$ cat src/rtl/normalize_and_pack.sv
// normalize_and_pack: post-add stage of the FP32 adder.
// It takes the sign, the tentative exponent, the raw 24-bit mantissa and the carry from align+add.
// It normalizes one step per cycle: a single right shift on carry, or left shifts while leading zeros remain.
// It handles the zero, overflow and subnormal cases, then packs an IEEE-754 single with truncation rounding.
module normalize_and_pack #(
    parameter int EXP_W = 8,
    parameter int MAN_W = 24
) (
    input  logic             Clk,
    input  logic             Reset_n,
    input  logic             Start,
    input  logic             S_In,
    input  logic [EXP_W-1:0] E_In,
    input  logic [MAN_W-1:0] M_In,
    input  logic             Carry_In,
    output logic             Busy,
    output logic             Done,
    output logic [31:0]      Result,
    output logic             Zero,
    output logic             Overflow,
    output logic             Underflow
);

    typedef enum logic [1:0] {
        IDLE = 2'd0,
        NORM = 2'd1,
        PACK = 2'd2
    } state_t;

    state_t             state_r, state_nx_s;
    logic               s_r, s_nx_s;
    // One extra exponent bit so that the carry increment past 255 is visible as overflow.
    logic [EXP_W:0]     e_r, e_nx_s;
    logic [MAN_W-1:0]   m_r, m_nx_s;
    logic               c_r, c_nx_s;
    logic               busy_r, busy_nx_s;
    logic               done_r, done_nx_s;
    logic [31:0]        result_r, result_nx_s;
    logic               zero_r, zero_nx_s;
    logic               ovf_r, ovf_nx_s;
    logic               unf_r, unf_nx_s;

    // Next-state, datapath and packed-output decisions for the IDLE/NORM/PACK sequence.
    always_comb begin
        state_nx_s  = state_r;
        s_nx_s      = s_r;
        e_nx_s      = e_r;
        m_nx_s      = m_r;
        c_nx_s      = c_r;
        done_nx_s   = 1'b0;
        result_nx_s = result_r;
        zero_nx_s   = zero_r;
        ovf_nx_s    = ovf_r;
        unf_nx_s    = unf_r;
        case (state_r)
            IDLE: begin
                if (Start) begin
                    s_nx_s     = S_In;
                    e_nx_s     = {1'b0, E_In};
                    m_nx_s     = M_In;
                    c_nx_s     = Carry_In;
                    state_nx_s = NORM;
                end else begin
                    state_nx_s = IDLE;
                end
            end
            NORM: begin
                if (c_r) begin
                    // The carry-out becomes the new hidden bit; the LSB is truncated.
                    m_nx_s     = {1'b1, m_r[MAN_W-1:1]};
                    e_nx_s     = e_r + {{EXP_W{1'b0}}, 1'b1};
                    c_nx_s     = 1'b0;
                    state_nx_s = PACK;
                end else if (m_r == {MAN_W{1'b0}}) begin
                    state_nx_s = PACK;
                end else if (m_r[MAN_W-1] || (e_r <= {{EXP_W{1'b0}}, 1'b1})) begin
                    // Either normalized or the exponent floor is reached, which leaves a subnormal.
                    state_nx_s = PACK;
                end else begin
                    m_nx_s     = {m_r[MAN_W-2:0], 1'b0};
                    e_nx_s     = e_r - {{EXP_W{1'b0}}, 1'b1};
                    state_nx_s = NORM;
                end
            end
            PACK: begin
                done_nx_s  = 1'b1;
                state_nx_s = IDLE;
                zero_nx_s  = 1'b0;
                ovf_nx_s   = 1'b0;
                unf_nx_s   = 1'b0;
                if (m_r == {MAN_W{1'b0}}) begin
                    // An exact cancellation always gives +0.
                    result_nx_s = 32'h0000_0000;
                    zero_nx_s   = 1'b1;
                end else if (e_r >= {1'b0, {EXP_W{1'b1}}}) begin
                    result_nx_s = {s_r, 8'hFF, 23'h00_0000};
                    ovf_nx_s    = 1'b1;
                end else if (!m_r[MAN_W-1] && (e_r <= {{EXP_W{1'b0}}, 1'b1})) begin
                    result_nx_s = {s_r, 8'h00, m_r[22:0]};
                    unf_nx_s    = 1'b1;
                end else begin
                    result_nx_s = {s_r, e_r[7:0], m_r[22:0]};
                end
            end
            default: begin
                state_nx_s = IDLE;
            end
        endcase
        busy_nx_s = (state_nx_s != IDLE);
    end

    // State, work registers and registered outputs; an async reset aborts any job in flight.
    always_ff @(posedge Clk or negedge Reset_n) begin
        if (!Reset_n) begin
            state_r  <= IDLE;
            s_r      <= 1'b0;
            e_r      <= {(EXP_W+1){1'b0}};
            m_r      <= {MAN_W{1'b0}};
            c_r      <= 1'b0;
            busy_r   <= 1'b0;
            done_r   <= 1'b0;
            result_r <= 32'h0000_0000;
            zero_r   <= 1'b0;
            ovf_r    <= 1'b0;
            unf_r    <= 1'b0;
        end else begin
            state_r  <= state_nx_s;
            s_r      <= s_nx_s;
            e_r      <= e_nx_s;
            m_r      <= m_nx_s;
            c_r      <= c_nx_s;
            busy_r   <= busy_nx_s;
            done_r   <= done_nx_s;
            result_r <= result_nx_s;
            zero_r   <= zero_nx_s;
            ovf_r    <= ovf_nx_s;
            unf_r    <= unf_nx_s;
        end
    end

    assign Busy      = busy_r;
    assign Done      = done_r;
    assign Result    = result_r;
    assign Zero      = zero_r;
    assign Overflow  = ovf_r;
    assign Underflow = unf_r;

endmodule
$ cat config.mk
export PLATFORM = sky130hd
export DESIGN_NAME = normalize_and_pack
export DESIGN_NICKNAME = d
export VERILOG_FILES = /design/src/rtl/normalize_and_pack.sv
export SDC_FILE = /design/constraint.sdc
export NUM_CORES = 1
export LEC_CHECK = 0
export CAP_MARGIN = 0
export CELL_PAD_IN_SITES_DETAIL_PLACEMENT = 0
export CELL_PAD_IN_SITES_GLOBAL_PLACEMENT = 2
export CORE_MARGIN = 8
export CORE_UTILIZATION = 33
export DETAILED_ROUTE_END_ITERATION = 10
export PLACE_DENSITY = 0.82
export SETUP_SLACK_MARGIN = 0.02
export SYNTH_ARGS = -nofsm -noshare
export SYNTH_HDL_FRONTEND = slang
export SYNTH_SLANG_ARGS = --single-unit
$ cat constraint.sdc
create_clock -name Clk -period 2.4 [get_ports Clk]
set_clock_uncertainty 0.2 [all_clocks]
set_input_delay 0.36 -clock Clk [delete_from_list [all_inputs] [get_ports Clk]]
set_output_delay 0.36 -clock Clk [all_outputs]
set_load 0.02 [all_outputs]
==> metrics.md, run 1 <==
| Metric | Value |
|---|---|
| Outcome | `complete, no violations` |
| DRT iter0 DRCs | `~200` |
| Die area | `between 15000 and 20000 um2` |
| Final Max Slew Viols | `0` |
| Avg Cell Area, Syn | `about 11 um2` |
| Dominant register cell in the synthesized netlist | `dfrtp_1` |
| Core Area | `around 11000 um2` |
| Max incr delay on CP | `~0.45 ns` |
| Cell Area, Synth | `between 3000 and 4000 um2` |
| Setup CP Type | `reg -> reg` |
| Crit path capture type | `flop` |
| Final number of setup-violating endpoints | `0` |
| Synth Warn # | `0` |
| #FFs+latches synth | `74` |
| First-pass GRT wire length | `around 17000 um` |
| Worst EP required | `between 2 and 2.5 ns` |
| PortBufs | `73` |
| Final HPWL DP | `roughly 7700 um` |
| Clk slew on worst S/H paths | `approximately 0.070 ns` |
| Final Core Density | `0.4543` |
| WL/cell | `around 18 um` |
| Vias in the first global route | `between 3000 and 4000` |
| Ant. Diodes | `0` |
| Initial antenna violation count | `0` |
| Final critical-path share of the clock period | `0.9395` |
| Total Wirelength | `roughly 11000 um` |
| HP Class | `in -> async` |
| Routability congestion estimate | `about 0.85` |
| DRC violations left | `0` |
| Max VDD drop | `between 0.5 and 0.6 mV` |
| Setup ws final | `about 0.15 ns` |
| Placed Instances | `570` |
| Unique masters post-synth | `50` |
| Maxcap violations | `0` |
| Power per cell area | `around 1600 nW/um2` |
| Final instance area | `slightly above 5000 um2` |
| Leakage power | `around 2.3 nW` |
| Die height | `around 120 um` |
| Count of final hold-check violations | `0` |
| Slew @ Worst Pin | `about 0.60 ns` |
| Post-route ant nets | `0` |
| Detailed Routing Iterations Pass 1 | `4` |
| Layout cells sized above 1 | `0.1798` |
| CTS root buf | `clkbuf_16` |
| GRT Total Usage | `0.1400` |
| Dpl ws | `between 0.07 and 0.08 ns` |
| EDFF count, synth | `0` |
| Worst-Skew Late Latency | `0.33 ns` |
| Vias | `a little over 3000` |
| Post-route insts no fill | `588` |
| Critical Path AT | `around 2.3 ns` |
| Ys async rst share | `1.000` |
| Fin Setup TNS | `0 ns` |
| Max Root-Sink Buffers | `2` |
| Clock sink count | `74` |
| Crit-path slowest cell | `dfrtp_1` |
| CP Max Fanout | `24` |
| Die W | `124.0 um` |
| Final nets | `481` |
| Slew HR | `0.6033` |
| Largest delay share family, worst path | `simple AND/OR/NAND/NOR gates` |
| Crit-path cells | `nor4_1 > nand4_1 > buf_4 > o211ai_2 > nand2_2 > buf_12 > mux2_4` |
| # IOs | `between 70 and 80` |
| F_max | `~440 MHz` |
| Worst path buffer plus inverter count | `2` |
| Unrepaired setup endpoints after global routing | `no` |
| Min Tclk post-route | `2.255 ns` |
| Setup crit start kind | `flop` |
| Post-Syn Instances | `roughly 350` |
| Area delta synth->final | `34.74%` |
| Sequential fraction of the synthesis area | `0.4810` |
| Cell Area, Placed | `roughly 4900 um2` |
| Total gr overflow | `0` |
| Vias/cell | `approximately 5.3` |
| TritonCTS clock tree | `done` |
| Total CTS buffers | `9` |
| Initial core utilization | `0.3372` |
| Site row count | `39` |
| Syn Nets | `around 390` |
| Largest net degree at the start of global routing | `34` |
| Htree depth | `3` |
| FILL cells | `1100` |
-- synthesized netlist by cell type, types with 2 or more instances --
library cell / instances / area share
dfrtp_1: 74 / 0.48
nand2_1: 42 / 0.041
o21ai_0: 29 / 0.038
a22o_1: 27 / 0.061
mux2i_1: 23 / 0.060
mux2_4: 22 / 0.086
nor2_1: 15 / 0.015
a21oi_1: 11 / 0.014
clkbuf_1: 11 / 0.011
inv_1: 9 / 0.0088
a221o_1: 6 / 0.016
buf_2: 6 / 0.0078
nor3_1: 6 / 0.0078
nor4_1: 6 / 0.0098
nand4_1: 5 / 0.0081
buf_6: 4 / 0.012
ha_1: 4 / 0.013
mux2_2: 4 / 0.012
nand2b_1: 4 / 0.0065
a221oi_1: 3 / 0.0068
and3_1: 3 / 0.0049
buf_1: 3 / 0.0029
o22ai_1: 3 / 0.0049
o31ai_1: 3 / 0.0058
a31oi_1: 2 / 0.0032
and2_1: 2 / 0.0032
nand3_1: 2 / 0.0026
o32ai_1: 2 / 0.0046
-- routing by layer --
layer	share of wire	up-vias	wire, um	global-route usage
met4	0.011	0	121	0.03494
li1	-	1478	-	-
met1	0.47	1536	4989	0.1901
met5	0	-	0	0
met3	0.066	8	697	0.03626
met2	0.45	81	4779	0.2182
-- final timing paths --
path                                          end           startpoint  slack, ns  cells after the start
max in group asynchronous      e_r[1]$_DFFE_PN0P_              Reset_n       1.12                      3
min in group Clk                 Zero$_DFFE_PN0P_     Zero$_DFFE_PN0P_       0.28                      2
min reg2reg                      Zero$_DFFE_PN0P_     Zero$_DFFE_PN0P_       0.28                      2
max reg2reg                   m_r[21]$_DFFE_PN0P_  m_r[12]$_DFFE_PN0P_       0.15                      7
max                           m_r[21]$_DFFE_PN0P_  m_r[12]$_DFFE_PN0P_       0.15                      7
min                        Result[20]$_DFFE_PN0P_              Reset_n       0.28                      2
-- final cells by class --
cell class | instances | area [um2] | share of cell area
inverter | 9 | 33.78 | 0.006512
multi-input combinational | 246 | 1844 | 0.3555
timing repair buffer | 100 | 983.4 | 0.1896
clock inverter | 6 | 65.06 | 0.01254
clock buffer | 10 | 229.0 | 0.04414
tap | 143 | 178.9 | 0.03449
sequential | 74 | 1853 | 0.3572
-- state kept, by name (all words and copies together) (netlist names) --
register	count
state_r	2
s_r	1
Zero	1
Result	32
Busy	1
Done	1
m_r	24
Underflow	1
c_r	1
e_r	9
Overflow	1
-- logic make-up (layout without fill, tap and decap cells) --
logic type | after synthesis | in the layout | synth area share
fa+ha+maj | 4 | 4 | 0.01300
compound gates | 98 | 98 | 0.1830
xor+xnor | 2 | 2 | 0.004551
flops | 74 | 74 | 0.4810
buf+inv | 33 | 125 | 0.04192
mux | 49 | 49 | 0.1573
simple gates | 93 | 93 | 0.1193
-- power by group --
group,switching (mW),leakage [nW],total (mW),internal [mW]
Combinational,2.04,1.20,4.27,2.22
Sequential,0.644,0.914,2.50,1.86
Clock,0.527,0.143,1.33,0.807
Total,3.21,2.26,8.10,4.89
-- cells in the final DEF (no fill, tap or decap), drive strengths merged, types with 4 or more instances in the layout --
master         count
o21ai             30
ha                 4
buf               27
dfrtp             74
a22o              27
clkdlybuf4s50     72
nand2b             4
a221o              6
nor4               7
a21oi             11
nand4              5
nor2              16
nor3               7
nand2             43
mux2              26
inv               10
clkbuf            10
mux2i             23
-- repair_timing --
item,4_1_cts,5_1_grt
setup endpoints to repair,0,54
gates resized for setup,0,2
hold endpoints to repair,23,0
setup buffers,0,1
hold buffers,1,0
-- through the flow --
stage	hold WS [ns]	power (mW)
floorplan	-0.1356	5.290
CTS	0.2894	8.162
global placement	0.09298	6.721
finish	0.2815	8.102
detailed placement	0.1031	6.798
global route	0.3033	8.631
(Power assumes the default switching activity.)
==> run 2, diff against run 1 <==
- ABC_AREA: unset -> 1
- CORE_UTILIZATION: 33 -> 29
==> metrics.md, run 2 <==
| Metric | Value |
|---|---|
| Most frequent cells in the layout | `nand2_1, dfrtp_1, clkdlybuf4s50_1` |
| Fin Setup TNS | `0 ns (unchanged)` |
| CTS root buf | `clkbuf_16` |
| Cell mode on critical path | `nand2_1` |
| Cell Area, Placed | `4905 um2 (+0.72%)` |
| Final critical-path share of the clock period | `0.8642 (-0.07525)` |
| Crit-path slowest cell | `dfrtp_1` |
| Min Tclk post-route | `2.074 ns (-0.1806 ns)` |
| HP Start | `Result[19]$_DFFE_PN0P_` |
| Die W | `132.4 um (+6.8%)` |
| R2r endpoint | `Result[26]$_DFFE_PN0P_` |
| Final number of setup-violating endpoints | `0 (unchanged)` |
| Hold depth | `2` |
| Htree depth | `3 (unchanged)` |
| Post-CTS Resized | `0 (unchanged)` |
| FILL cells | `1388 (+26%)` |
| PortBufs | `73 (unchanged)` |
| CP Max Fanout | `9 (-63%)` |
| Power per cell area | `1485 nW/um2 (-4.9%)` |
| Total gr overflow | `0 (unchanged)` |
| Total CTS buffers | `9 (unchanged)` |
| Ant. Diodes | `0 (unchanged)` |
| Commonest non-fill, non-tap cell in the layout | `nand2_1` |
| Post-Syn Instances | `543 (+54%)` |
| Top post-synthesis cells by count | `nand2_1, dfrtp_1, o21ai_0` |
| Slew @ Worst Pin | `0.5061 ns (-0.08903 ns)` |
| WL/cell | `14.77 um (-18%)` |
| Dominant register cell in the synthesized netlist | `dfrtp_1` |
| DRT iter0 DRCs | `240 (+22%)` |
| Site row count | `42 (+7.7%)` |
| Outcome | `complete, no violations` |
| Worst r2r src | `e_r[0]$_DFFE_PN0P_` |
| Crit path capture type | `flop` |
| Post-route ant nets | `0 (unchanged)` |
| Die height | `132.4 um (+6.8%)` |
| Routability congestion estimate | `0.7794 (-8.4%)` |
| Area fraction of the dominant cell type after synthesis | `0.4713 (-0.009650)` |
| Max reg flops | `32 (unchanged)` |
| Area delta synth->final | `32.42%` |
| EDFF count, synth | `0 (unchanged)` |
| #FFs+latches synth | `74 (unchanged)` |
| Worst-Skew Late Latency | `0.34 ns (about the same)` |
| Vias in the first global route | `3733 (+17%)` |
| Count of final hold-check violations | `0 (unchanged)` |
| Dominant cell type by area after synthesis | `dfrtp_1` |
| Initial core utilization | `0.2967 (-0.04049)` |
| Vias/cell | `4.670 (-12%)` |
| Unique masters post-synth | `26 (-48%)` |
| Met2 Use GR | `0.2150 (-0.003201)` |
| Max VDD drop | `0.4603 mV (-16%)` |
| Detailed Routing Iterations Pass 1 | `4 (unchanged)` |
| Overall power | `7.724 mW (-4.7%)` |
| DRC violations left | `0 (unchanged)` |
| Final instance area | `5202 um2 (+0.29%)` |
| Vias | `3736 (+20%)` |
| Cell Area, Synth | `3929 um2 (+2.0%)` |
| Ys async rst share | `1.000 (unchanged)` |
| Final nets | `660 (+37%)` |
| Setup CP Type | `reg -> reg` |
| Sequential fraction of the synthesis area | `0.4713 (-0.009650)` |
| Core Area | `13240 um2 (+16%)` |
| First-pass GRT wire length | `19890 um (+18%)` |
| Leakage power | `2.518 nW (+11%)` |
| GR Util met1 | `0.1821 (-0.008050)` |
| Crit-path cells | `ha_1 > nand2_1 > nor4_1 > ha_1 > nor2_1 > nand2_1 > nand2_1 > o211ai_1` |
| TritonCTS clock tree | `done` |
| Synth Warn # | `0 (unchanged)` |
| Final HPWL DP | `8252 um (+7.8%)` |
| # IOs | `74 (unchanged)` |
| Total Wirelength | `11820 um (+12%)` |
| R2r worst-path depth | `8 (+1)` |
| Layer with the highest usage | `met2` |
| GRT Total Usage | `0.1398 (-0.0002809)` |
| Worst hold slack | `0.2851 ns (+0.003578 ns)` |
| Setup crit start kind | `flop` |
| Clock sink count | `74 (unchanged)` |
| Maxcap violations | `0 (unchanged)` |
| Max incr delay on CP | `0.46 ns (about the same)` |
| Area contributors post-synth | `dfrtp_1, nand2_1, o21ai_0` |
| Syn Nets | `584 (+48%)` |
| Slew HR | `0.6626 (+0.05935)` |
| Worst EP required | `2.39 ns (-0.02 ns)` |
| Initial antenna violation count | `0 (unchanged)` |
| Unrepaired setup endpoints after global routing | `no` |
| Hold Path End | `Result[19]$_DFFE_PN0P_` |
| Max Root-Sink Buffers | `2 (unchanged)` |
| Layout cells sized above 1 | `0.06731 (-0.1125)` |
| Final Max Slew Viols | `0 (unchanged)` |
| HP Class | `reg -> reg` |
| Reg2Reg Setup Slack | `0.33 ns (+0.18 ns)` |
| Clk slew on worst S/H paths | `0.06 ns (about the same)` |
| Avg Cell Area, Syn | `7.235 um2 (-34%)` |
| Die area | `17530 um2 (+14%)` |
| Most used standard cell by instance count after synthesis | `nand2_1` |
| Met3 GRT Util | `0.03582 (-0.0004416)` |
| Critical Path AT | `2.07 ns (-0.19 ns)` |
| CP startpoint | `e_r[0]$_DFFE_PN0P_` |
| F_max | `482.1 MHz (+8.7%)` |
| Largest net degree at the start of global routing | `35 (+2.9%)` |
==> run 2: where the power goes <==
| part | switching, mW | total [mW] | internal [mW] |
|---|---|---|---|
| clock | 0.544 | 1.35 | 0.802 |
| sequential | 0.555 | 2.41 | 1.86 |
| combinational | 2.41 | 3.96 | 1.55 |
==> run 2: cell type report <==
| class | count | area (um2) | area share |
|---|---|---|---|
| inverters | 44 | 165.2 | 0.03175 |
| well taps | 176 | 220.2 | 0.04233 |
| repair buffers | 93 | 905.9 | 0.1741 |
| clock inverters | 5 | 55.05 | 0.01058 |
| multi-input cells | 397 | 1772 | 0.3405 |
| clock buffers | 11 | 232.7 | 0.04473 |
| flip-flops and latches | 74 | 1852 | 0.3559 |
==> run 2: worst max-delay path: cells and delay by family (launching register included) <==
kind	cells	cell delay, ns
and+or+nand+nor	5	0.71
DFF	1	0.46
adders and majority gates	2	0.41
AOI/OAI and AO/OA	1	0.15
==> run 2: how the worst max path moves through the flow <==
stage / end / slack (ns) / cells after the start
global route: e_r[4]$_DFFE_PN0P_ / 0.08 / 12
global placement: Result[27]$_DFFE_PN0P_ / 0.34 / 8
CTS: Result[28]$_DFFE_PN0P_ / 0.32 / 8
detailed placement: Result[28]$_DFFE_PN0P_ / 0.33 / 8
floorplan: Result[25]$_DFFE_PN0P_ / 0.61 / 8
finish: Result[26]$_DFFE_PN0P_ / 0.33 / 8
==> run 2: logic make-up (layout without fill, tap and decap cells) <==
kind of cell             count (synthesis)  after routing  share of synthesized area
AO/OA/AOI/OAI                           89             89                     0.1178
XOR/XNOR                                 1              1                   0.002230
adder cells (fa/ha/maj)                  4              4                    0.01274
buffers and inverters                   72            153                    0.07771
flip-flops                              74             74                     0.4713
AND/OR/NAND/NOR                        303            303                     0.3182
==> run 2: stage by stage <==
step	cells	worst slack, ns	util
floorplan	543	0.6082	-
global placement	783	0.3419	0.3704
detailed placement	783	0.3322	0.3704
CTS	800	0.3157	0.3929
global route	800	0.08472	0.3929
finish	800	0.3258	0.3929
==> run 2: what timing repair did <==
item / CTS / global route
hold buffers: 1 / 0
hold endpoints to repair: 32 / 0
buffers inserted: 0 / 0
==> run 2: routing by layer <==
layer | vias to the layer above | routed length (um)
met4 | 0 | 240
li1 | 1892 | -
met1 | 1740 | 5604
met2 | 86 | 5363
met3 | 18 | 610
met5 | - | 0
==> run 3, diff against run 2 <==
- SKIP_LAST_GASP: unset -> 1
==> results of run 3 <==
The final DEF is identical to that of run 2; final timing and power are the same.
